$ cat src/rtl/mem_write_pkg.sv
// Shared constants and helpers for the unified-memory write arbiter.
// Contents:
//   WIDTH_BYTE / WIDTH_HALF / WIDTH_WORD : legal write width codes
//   IO_STATUS_ADDR : read-only output-buffer availability register (writes discarded)
//   IO_OUT_ADDR    : flow-controlled output byte register
//   width_legal()   : true for a width code the memory understands
//   is_misaligned() : true for a half/word write not on its natural boundary
package mem_write_pkg;

   localparam logic [3:0]  WIDTH_BYTE     = 4'd1;
   localparam logic [3:0]  WIDTH_HALF     = 4'd2;
   localparam logic [3:0]  WIDTH_WORD     = 4'd4;

   localparam logic [31:0] IO_STATUS_ADDR = 32'h8000_0000;
   localparam logic [31:0] IO_OUT_ADDR    = 32'h8000_0004;

   function automatic logic width_legal(input logic [3:0] w);
      return (w == WIDTH_BYTE) || (w == WIDTH_HALF) || (w == WIDTH_WORD);
   endfunction

   function automatic logic is_misaligned(input logic [3:0] w, input logic [31:0] a);
      return ((w == WIDTH_HALF) && a[0]) || ((w == WIDTH_WORD) && (a[1:0] != 2'b00));
   endfunction

endpackage

$ cat src/rtl/mem_write_arbiter_rr_arbiter.sv
// Combinational round-robin picker.
// Scans the eligible mask starting at ptr, wrapping modulo NUM_REQ, and grants the
// first eligible requester. The pointer register lives in the parent.
// Ports:
//   eligible  in  NUM_REQ  requesters that may be granted this cycle
//   ptr       in  2        highest-priority requester index (< NUM_REQ)
//   grant     out NUM_REQ  one-hot grant, or zero when nothing is eligible
//   grant_idx out 2        encoded index of the granted requester
//   grant_vld out 1        any requester granted
module rr_arbiter #(
   parameter int unsigned NUM_REQ = 2
) (
   input  logic [NUM_REQ-1:0] eligible,
   input  logic [1:0]         ptr,
   output logic [NUM_REQ-1:0] grant,
   output logic [1:0]         grant_idx,
   output logic               grant_vld
);

   int unsigned scan_idx;

   always_comb begin
      grant     = '0;
      grant_idx = 2'd0;
      grant_vld = 1'b0;
      scan_idx  = 0;
      for (int unsigned off = 0; off < NUM_REQ; off++) begin
         scan_idx = (32'(ptr) + off) % NUM_REQ;
         for (int unsigned i = 0; i < NUM_REQ; i++) begin
            if (!grant_vld && (i == scan_idx) && eligible[i]) begin
               grant[i]  = 1'b1;
               grant_idx = 2'(i);
               grant_vld = 1'b1;
            end
         end
      end
   end

endmodule

$ cat src/rtl/mem_write_arbiter.sv
// Round-robin arbiter sharing the unified memory's single write port.
// The winning request is registered into a one-entry stage that drives the memory
// write port for exactly one cycle; the stage drains every cycle so one write per
// cycle is sustained. Writes to IO_OUT_ADDR are throttled by io_buffer_size_avai.
// Writes to IO_STATUS_ADDR and writes with an illegal width are accepted and dropped.
// Ports:
//   clk, reset (async, active-high)
//   req_valid/req_ready : per-requester handshake (ready one-hot or zero)
//   req_addr/req_width/req_data : packed per-requester fields, requester i in slice i
//   io_buffer_size_avai : free bytes in the output buffer
//   mem_write_en/width/addr/data : registered memory write port
//   grant_id : requester owning the write in the stage
//   busy     : any request pending or stage occupied
// Optional: define MEM_WRITE_ARB_MISALIGN_CHECK_EN to drop misaligned half/word
// writes and report them on err_misaligned / err_id.
module mem_write_arbiter
   import mem_write_pkg::*;
#(
   parameter int unsigned NUM_REQ        = 2,
   parameter logic [31:0] IO_STATUS_ADDR = mem_write_pkg::IO_STATUS_ADDR,
   parameter logic [31:0] IO_OUT_ADDR    = mem_write_pkg::IO_OUT_ADDR
) (
   input  logic                  clk,
   input  logic                  reset,
   input  logic [NUM_REQ-1:0]    req_valid,
   output logic [NUM_REQ-1:0]    req_ready,
   input  logic [NUM_REQ*32-1:0] req_addr,
   input  logic [NUM_REQ*4-1:0]  req_width,
   input  logic [NUM_REQ*32-1:0] req_data,
   input  logic [31:0]           io_buffer_size_avai,
   output logic                  mem_write_en,
   output logic [3:0]            mem_write_width,
   output logic [31:0]           mem_addr_write,
   output logic [31:0]           mem_write_data,
   output logic [1:0]            grant_id,
`ifdef MEM_WRITE_ARB_MISALIGN_CHECK_EN
   output logic                  err_misaligned,
   output logic [1:0]            err_id,
`endif
   output logic                  busy
);

   logic [NUM_REQ-1:0] eligible;
   logic [NUM_REQ-1:0] grant;
   logic [1:0]         win_idx;
   logic               win_vld;
   logic [31:0]        win_addr;
   logic [3:0]         win_width;
   logic [31:0]        win_data;
   logic               xfer;
   logic               discard;
   logic               stage_io;

   logic [1:0]  ptr_q, ptr_d;
   logic        vld_q, vld_d;
   logic [3:0]  width_q, width_d;
   logic [31:0] addr_q, addr_d;
   logic [31:0] data_q, data_d;
   logic [1:0]  gid_q, gid_d;

   // The availability count lags one write: a byte sitting in the stage has not yet
   // been deducted, so a count of 1 is already spoken for.
   assign stage_io = vld_q && (addr_q == IO_OUT_ADDR);

   always_comb begin
      eligible = '0;
      for (int unsigned i = 0; i < NUM_REQ; i++) begin
         eligible[i] = req_valid[i] &&
                       !((req_addr[32*i +: 32] == IO_OUT_ADDR) &&
                         ((io_buffer_size_avai == 32'd0) ||
                          ((io_buffer_size_avai == 32'd1) && stage_io)));
      end
   end

   rr_arbiter #(
      .NUM_REQ (NUM_REQ)
   ) u_rr_arbiter (
      .eligible  (eligible),
      .ptr       (ptr_q),
      .grant     (grant),
      .grant_idx (win_idx),
      .grant_vld (win_vld)
   );

   always_comb begin
      win_addr  = '0;
      win_width = '0;
      win_data  = '0;
      for (int unsigned i = 0; i < NUM_REQ; i++) begin
         if (grant[i]) begin
            win_addr  = req_addr[32*i +: 32];
            win_width = req_width[4*i +: 4];
            win_data  = req_data[32*i +: 32];
         end
      end
   end

   assign req_ready = reset ? '0 : grant;
   assign xfer      = win_vld && !reset;

`ifdef MEM_WRITE_ARB_MISALIGN_CHECK_EN
   assign discard = (win_addr == IO_STATUS_ADDR) || !width_legal(win_width) ||
                    is_misaligned(win_width, win_addr);
`else
   assign discard = (win_addr == IO_STATUS_ADDR) || !width_legal(win_width);
`endif

   always_comb begin
      ptr_d   = ptr_q;
      vld_d   = xfer && !discard;
      width_d = width_q;
      addr_d  = addr_q;
      data_d  = data_q;
      gid_d   = gid_q;
      if (xfer) begin
         ptr_d = (32'(win_idx) == NUM_REQ - 1) ? 2'd0 : win_idx + 2'd1;
      end
      if (xfer && !discard) begin
         width_d = win_width;
         addr_d  = win_addr;
         data_d  = win_data;
         gid_d   = win_idx;
      end
   end

   always_ff @(posedge clk or posedge reset) begin
      if (reset) begin
         ptr_q   <= 2'd0;
         vld_q   <= 1'b0;
         width_q <= 4'd0;
         addr_q  <= 32'd0;
         data_q  <= 32'd0;
         gid_q   <= 2'd0;
      end else begin
         ptr_q   <= ptr_d;
         vld_q   <= vld_d;
         width_q <= width_d;
         addr_q  <= addr_d;
         data_q  <= data_d;
         gid_q   <= gid_d;
      end
   end

   assign mem_write_en    = vld_q;
   assign mem_write_width = width_q;
   assign mem_addr_write  = addr_q;
   assign mem_write_data  = data_q;
   assign grant_id        = gid_q;
   assign busy            = (|req_valid) || vld_q;

`ifdef MEM_WRITE_ARB_MISALIGN_CHECK_EN
   logic       err_q, err_d;
   logic [1:0] err_id_q, err_id_d;

   always_comb begin
      err_d    = xfer && is_misaligned(win_width, win_addr);
      err_id_d = err_d ? win_idx : err_id_q;
   end

   always_ff @(posedge clk or posedge reset) begin
      if (reset) begin
         err_q    <= 1'b0;
         err_id_q <= 2'd0;
      end else begin
         err_q    <= err_d;
         err_id_q <= err_id_d;
      end
   end

   assign err_misaligned = err_q;
   assign err_id         = err_id_q;
`endif

endmodule

$ cat config.mk
export PLATFORM = sky130hd
export DESIGN_NAME = mem_write_arbiter
export DESIGN_NICKNAME = d
export VERILOG_FILES = /design/src/rtl/mem_write_pkg.sv /design/src/rtl/mem_write_arbiter_rr_arbiter.sv /design/src/rtl/mem_write_arbiter.sv
export SDC_FILE = /design/constraint.sdc
export NUM_CORES = 1
export LEC_CHECK = 0
export BUFFER_PORTS_ARGS = -buffer_cell sky130_fd_sc_hd__buf_2
export CAP_MARGIN = 20
export CORE_UTILIZATION = 40
export CTS_CLUSTER_SIZE = 10
export DETAILED_ROUTE_END_ITERATION = 12
export GPL_ROUTABILITY_DRIVEN = 0
export PLACE_DENSITY = 0.87
export SETUP_SLACK_MARGIN = 0.2
export SLEW_MARGIN = 20
export SYNTH_ARGS = -nofsm -noshare
export SYNTH_HDL_FRONTEND = slang
export SYNTH_SLANG_ARGS = --single-unit
$ cat constraint.sdc
create_clock -name clk -period 3.1 [get_ports clk]
set_input_delay 0.31 -clock clk [delete_from_list [all_inputs] [get_ports clk]]
set_output_delay 0.31 -clock clk [all_outputs]
set_load 0.005 [all_outputs]
==> results.rst <==
.. list-table::
   :header-rows: 1

   * - Metric
     - Value
   * - Estimated wirelength of the detail-placed design
     - ~9600 um
   * - Hold buffer count at cts
     - 0
   * - Wire length of the first global-routing pass
     - roughly 19,000 um
   * - Number of warnings reported in the yosys synthesis log
     - 0
   * - Mux cell area share after synthesis
     - 0.2006
   * - Data required time at the worst endpoint
     - approximately 3300 ps
   * - Number of buffer cells added on primary ports
     - between 200 and 250
   * - Total nets after synthesis
     - between 400 and 500
   * - Kind of end point of the critical path
     - flip-flop
   * - Max-cap violations
     - 0
   * - Worst Path Buf+Inv
     - 4
   * - Antenna violations before repair
     - 0
   * - Maximum fanout count along the critical path
     - 12
   * - Number of cells traversed by the worst hold path
     - 3
   * - Type of the tightest min-delay check
     - input port to flip-flop
   * - Largest delay contributor family on the critical path
     - simple AND/OR/NAND/NOR gates
   * - Initial standard-cell utilization of the core
     - 0.4174
   * - Master cell of the clock root buffer
     - clkbuf_8
   * - Post-synthesis cell count
     - 320
   * - H-tree depth
     - 3
   * - Detailed-routing iteration count for the pre-antenna-repair pass
     - 4
   * - Timing-limited maximum frequency
     - 323.7 MHz
   * - Type of the worst setup path
     - input port to flip-flop
   * - FF-to-FF path depth
     - 12
   * - Outcome
     - finished clean
   * - Clk_lat worst skew
     - roughly 340 ps
   * - CTS Buf Count
     - 9
   * - Overflow after GRT
     - 0
   * - Most used cells in the layout excluding fill and tap cells
     - buf_2, dfrtp_1, a22o_1
   * - Vias in the first global route
     - about 3.9k
   * - Cell area reported after detailed placement
     - 5326 sq um
   * - Combinational fraction of design power
     - 0.403
   * - Switching power
     - 1.262 mW
   * - Minimum clock period
     - just over 3000 ps
   * - Parity-gate share of the synthesized area counting xor and xnor cells
     - 0.002239
   * - Chip width
     - between 100 and 150 um
   * - TritonCTS clock tree
     - done
   * - Post-route ant nets
     - 0
   * - Pint
     - 2.648 mW
   * - Max-slew violation count
     - 0
   * - Data arrival time of the critical path
     - between 3000 and 4000 ps
   * - Total global-route track usage
     - 0.2441
   * - Core outline area
     - roughly 9400 sq um
   * - Hold Fails Final Rpt
     - 0
   * - Number of enable-type register cells in the synthesized netlist
     - 0
   * - Slowest stage cell on the critical path
     - nor4_1
   * - Startpoint kind of the worst setup timing path
     - input port
   * - Final Skew
     - 16.60 ps
   * - R2R Path Start
     - mem_addr_write[29]$_DFFE_PP0P_
   * - Sink of the worst hold path
     - mem_write_data[17]$_DFFE_PP0P_
   * - Cell area after technology mapping
     - just under 4000 sq um
   * - Maximum clock path buffer count
     - 2
   * - Most common cell after layout, fill and taps aside
     - buf_2
   * - Flops & latches, synth
     - 71
   * - Hold path start
     - req_data[49]
   * - Leakage power
     - 3.036 nW
   * - Residual DRC
     - 0
   * - Slew at the pin closest to its max-slew limit
     - around 940 ps
   * - Distinct cell type count after synthesis
     - a little over 40
   * - Reg clk slew, reported paths
     - roughly 80 ps
   * - Fraction of the mapped netlist area in compound gates
     - 0.1974
   * - Area fraction in and, or, nand and nor cells after synthesis
     - 0.1024
   * - Routed via count
     - 3,996
   * - Clock sinks
     - a little over 70
   * - Crit Reg-Reg Endpoint
     - mem_write_data[18]$_DFFE_PP0P_
   * - List of cells traversed by the critical path
     - buf_2 -> nor4_1 -> nand4_1 -> nor4_1 -> a31oi_2 -> buf_4 -> a32oi_2 -> xnor2_1 -> nor2_2 -> o21ai_4 -> buf_6 -> buf_12 -> mux2_2
   * - Switching fraction of total power
     - 0.3229
   * - Layout area overhead
     - 49.71%
   * - Post-Route WL
     - around 13,000 um
   * - Most frequently used flop master after synthesis
     - dfrtp_1
   * - Fraction of the mapped netlist area in adder cells
     - 0
   * - Max_slew headroom
     - 0.3728
   * - Async S/R FF share, synth
     - 1.000
   * - Slack of the worst reg-to-reg path
     - roughly 60 ps
   * - Share of power burned in the clock network
     - 0.174
   * - Pwr/cell area
     - 667.8 nW/um^2
   * - Setup violations, final
     - 0
   * - Final nets
     - 759
   * - Max incr delay on CP
     - between 500 and 600 ps
   * - Final standard cell utilization of the core
     - 0.6248
   * - Count of antenna diodes in the layout
     - 0
   * - Part of the Yosys area used for sequential elements
     - 0.4543
   * - IO Pins
     - 246
   * - Setup repair after global routing missed its margin
     - true
   * - Final worst-path cycle share
     - 0.9964
   * - Fraction of layout cells with a size suffix above 1
     - 0.6554
   * - Average cell area after synthesis
     - ~12 sq um
   * - Number of rows created at floorplan
     - 35
   * - Pre-CTS WS
     - -184.9 ps
   * - Share of total power in sequential cells
     - 0.423
   * - Design area
     - around 6000 sq um
   * - Post-detailed-route via-to-cell ratio
     - ~5.5
   * - Top cell by count, worst path
     - nor4_1
   * - Main combinational cell family by area after synthesis
     - multiplexers
   * - Overall die area
     - approximately 10,000 sq um
   * - Pin count of the biggest net entering global routing
     - between 70 and 80
   * - Worst IR Drop VDD
     - just under 0.3 mV
   * - Routed wirelength normalized by instance count
     - 18.25 um
   * - Die Ht
     - 100.9 um
   * - Count of routing violations after the opening detailed-route iteration
     - 232
   * - Final WS setup
     - 11.17 ps
==> power groups by stage <==
stage | Sequential (mW) | Clock (mW) | Combinational, mW
after floorplan | 1.65 | 0 | 0.687
after global placement | 1.63 | 0 | 1.39
after detailed placement | 1.64 | 0 | 1.44
after CTS | 1.64 | 0.693 | 1.52
after global routing | 1.71 | 0.734 | 1.70
final | 1.65 | 0.681 | 1.58
==> flip-flops by register name, summed over array words and instances (netlist names) <==
name             cells
grant_id             1
ptr_q                1
mem_write_width      4
mem_addr_write      32
mem_write_en         1
mem_write_data      32
==> synth_stat cells (2+ instances only) <==
master | instances | area (sq um)
a21oi_1 | 3 | 15.01
a22o_1 | 65 | 569.3
a311oi_1 | 2 | 17.52
a31o_2 | 3 | 26.28
a32oi_1 | 3 | 26.28
and2_1 | 3 | 18.77
and3_1 | 2 | 12.51
buf_4 | 6 | 45.04
buf_6 | 2 | 22.52
clkbuf_1 | 14 | 52.55
dfrtp_1 | 71 | 1777
inv_1 | 8 | 30.03
mux2_2 | 59 | 664.4
mux2_4 | 8 | 120.1
nand2_1 | 6 | 22.52
nand4_1 | 6 | 37.54
nor2_1 | 4 | 15.01
nor3_1 | 4 | 20.02
nor4_1 | 23 | 143.9
nor4_2 | 4 | 50.05
nor4bb_1 | 3 | 30.03
o21ai_0 | 2 | 10.01
==> final cells by class <==
class / count / area (sq um)
Timing Repair Buffer: 279 / 1640
Sequential cell: 71 / 1777
Inverter: 8 / 33.78
Fill cell: 774 / 3516
Clock buffer: 13 / 158.9
Clock inverter: 3 / 17.52
Multi-Input combinational cell: 218 / 2067
Tap cell: 129 / 161.4
==> per-stage QoR <==
step	instances	power (mW)	hold slack [ps]	TNS [ps]
6_report	721	3.910	313.4	0
5_1_grt	721	4.143	313.8	-322.9
4_1_cts	711	3.855	302.1	0
2_1_floorplan	320	2.335	459.4	0
3_3_place_gp	685	3.019	465.2	-8524
3_5_place_dp	685	3.081	486.8	-10640
==> cell families after synthesis <==
group | Yosys count
AOI/OAI and AO/OA | 87
xor gates and xnor gates | 1
buffers and inverters | 31
DFF | 71
muxes | 67
other | 1
and+or+nand+nor | 62
==> worst max-delay path by stage <==
stage	start	end	slack (ps)	depth (start not counted)
floorplan	reset	mem_addr_write[0]$_DFFE_PP0P_	170	8
global placement	req_addr[26]	mem_addr_write[17]$_DFFE_PP0P_	-140	12
global route	req_addr[26]	mem_write_data[18]$_DFFE_PP0P_	-20	13
CTS	mem_addr_write[0]$_DFFE_PP0P_	mem_write_data[18]$_DFFE_PP0P_	120	12
finish	req_addr[26]	mem_write_data[18]$_DFFE_PP0P_	10	13
detailed placement	req_addr[26]	mem_addr_write[18]$_DFFE_PP0P_	-180	12
==> worst reg2reg max path: cells and delay by family (launching register included) <==
kind	cells	cell delay [ps]
XOR/XNOR	1	170
multiplexers	1	340
AO/OA/AOI/OAI	4	960
buffers and inverters	3	490
flip-flops	1	410
AND/OR/NAND/NOR	3	560
==> what timing repair did <==
item                                    CTS  global route
endpoints found under the setup margin   68            70
gates cloned                              3             2
resized for setup                        17             5
pin swaps                                 8            12
buffers inserted                          7             8
==> layer usage <==
| metal | GRT usage | vias up | part of all wire |
|---|---|---|---|
| met2 | 0.4320 | 199 | 0.52 |
| li1 | - | 1804 | - |
| met3 | 0.04369 | 18 | 0.066 |
| met5 | 0 | - | 0 |
| met4 | 0.09142 | 0 | 0.018 |
| met1 | 0.2955 | 1975 | 0.40 |
(Power assumes the default switching activity.)
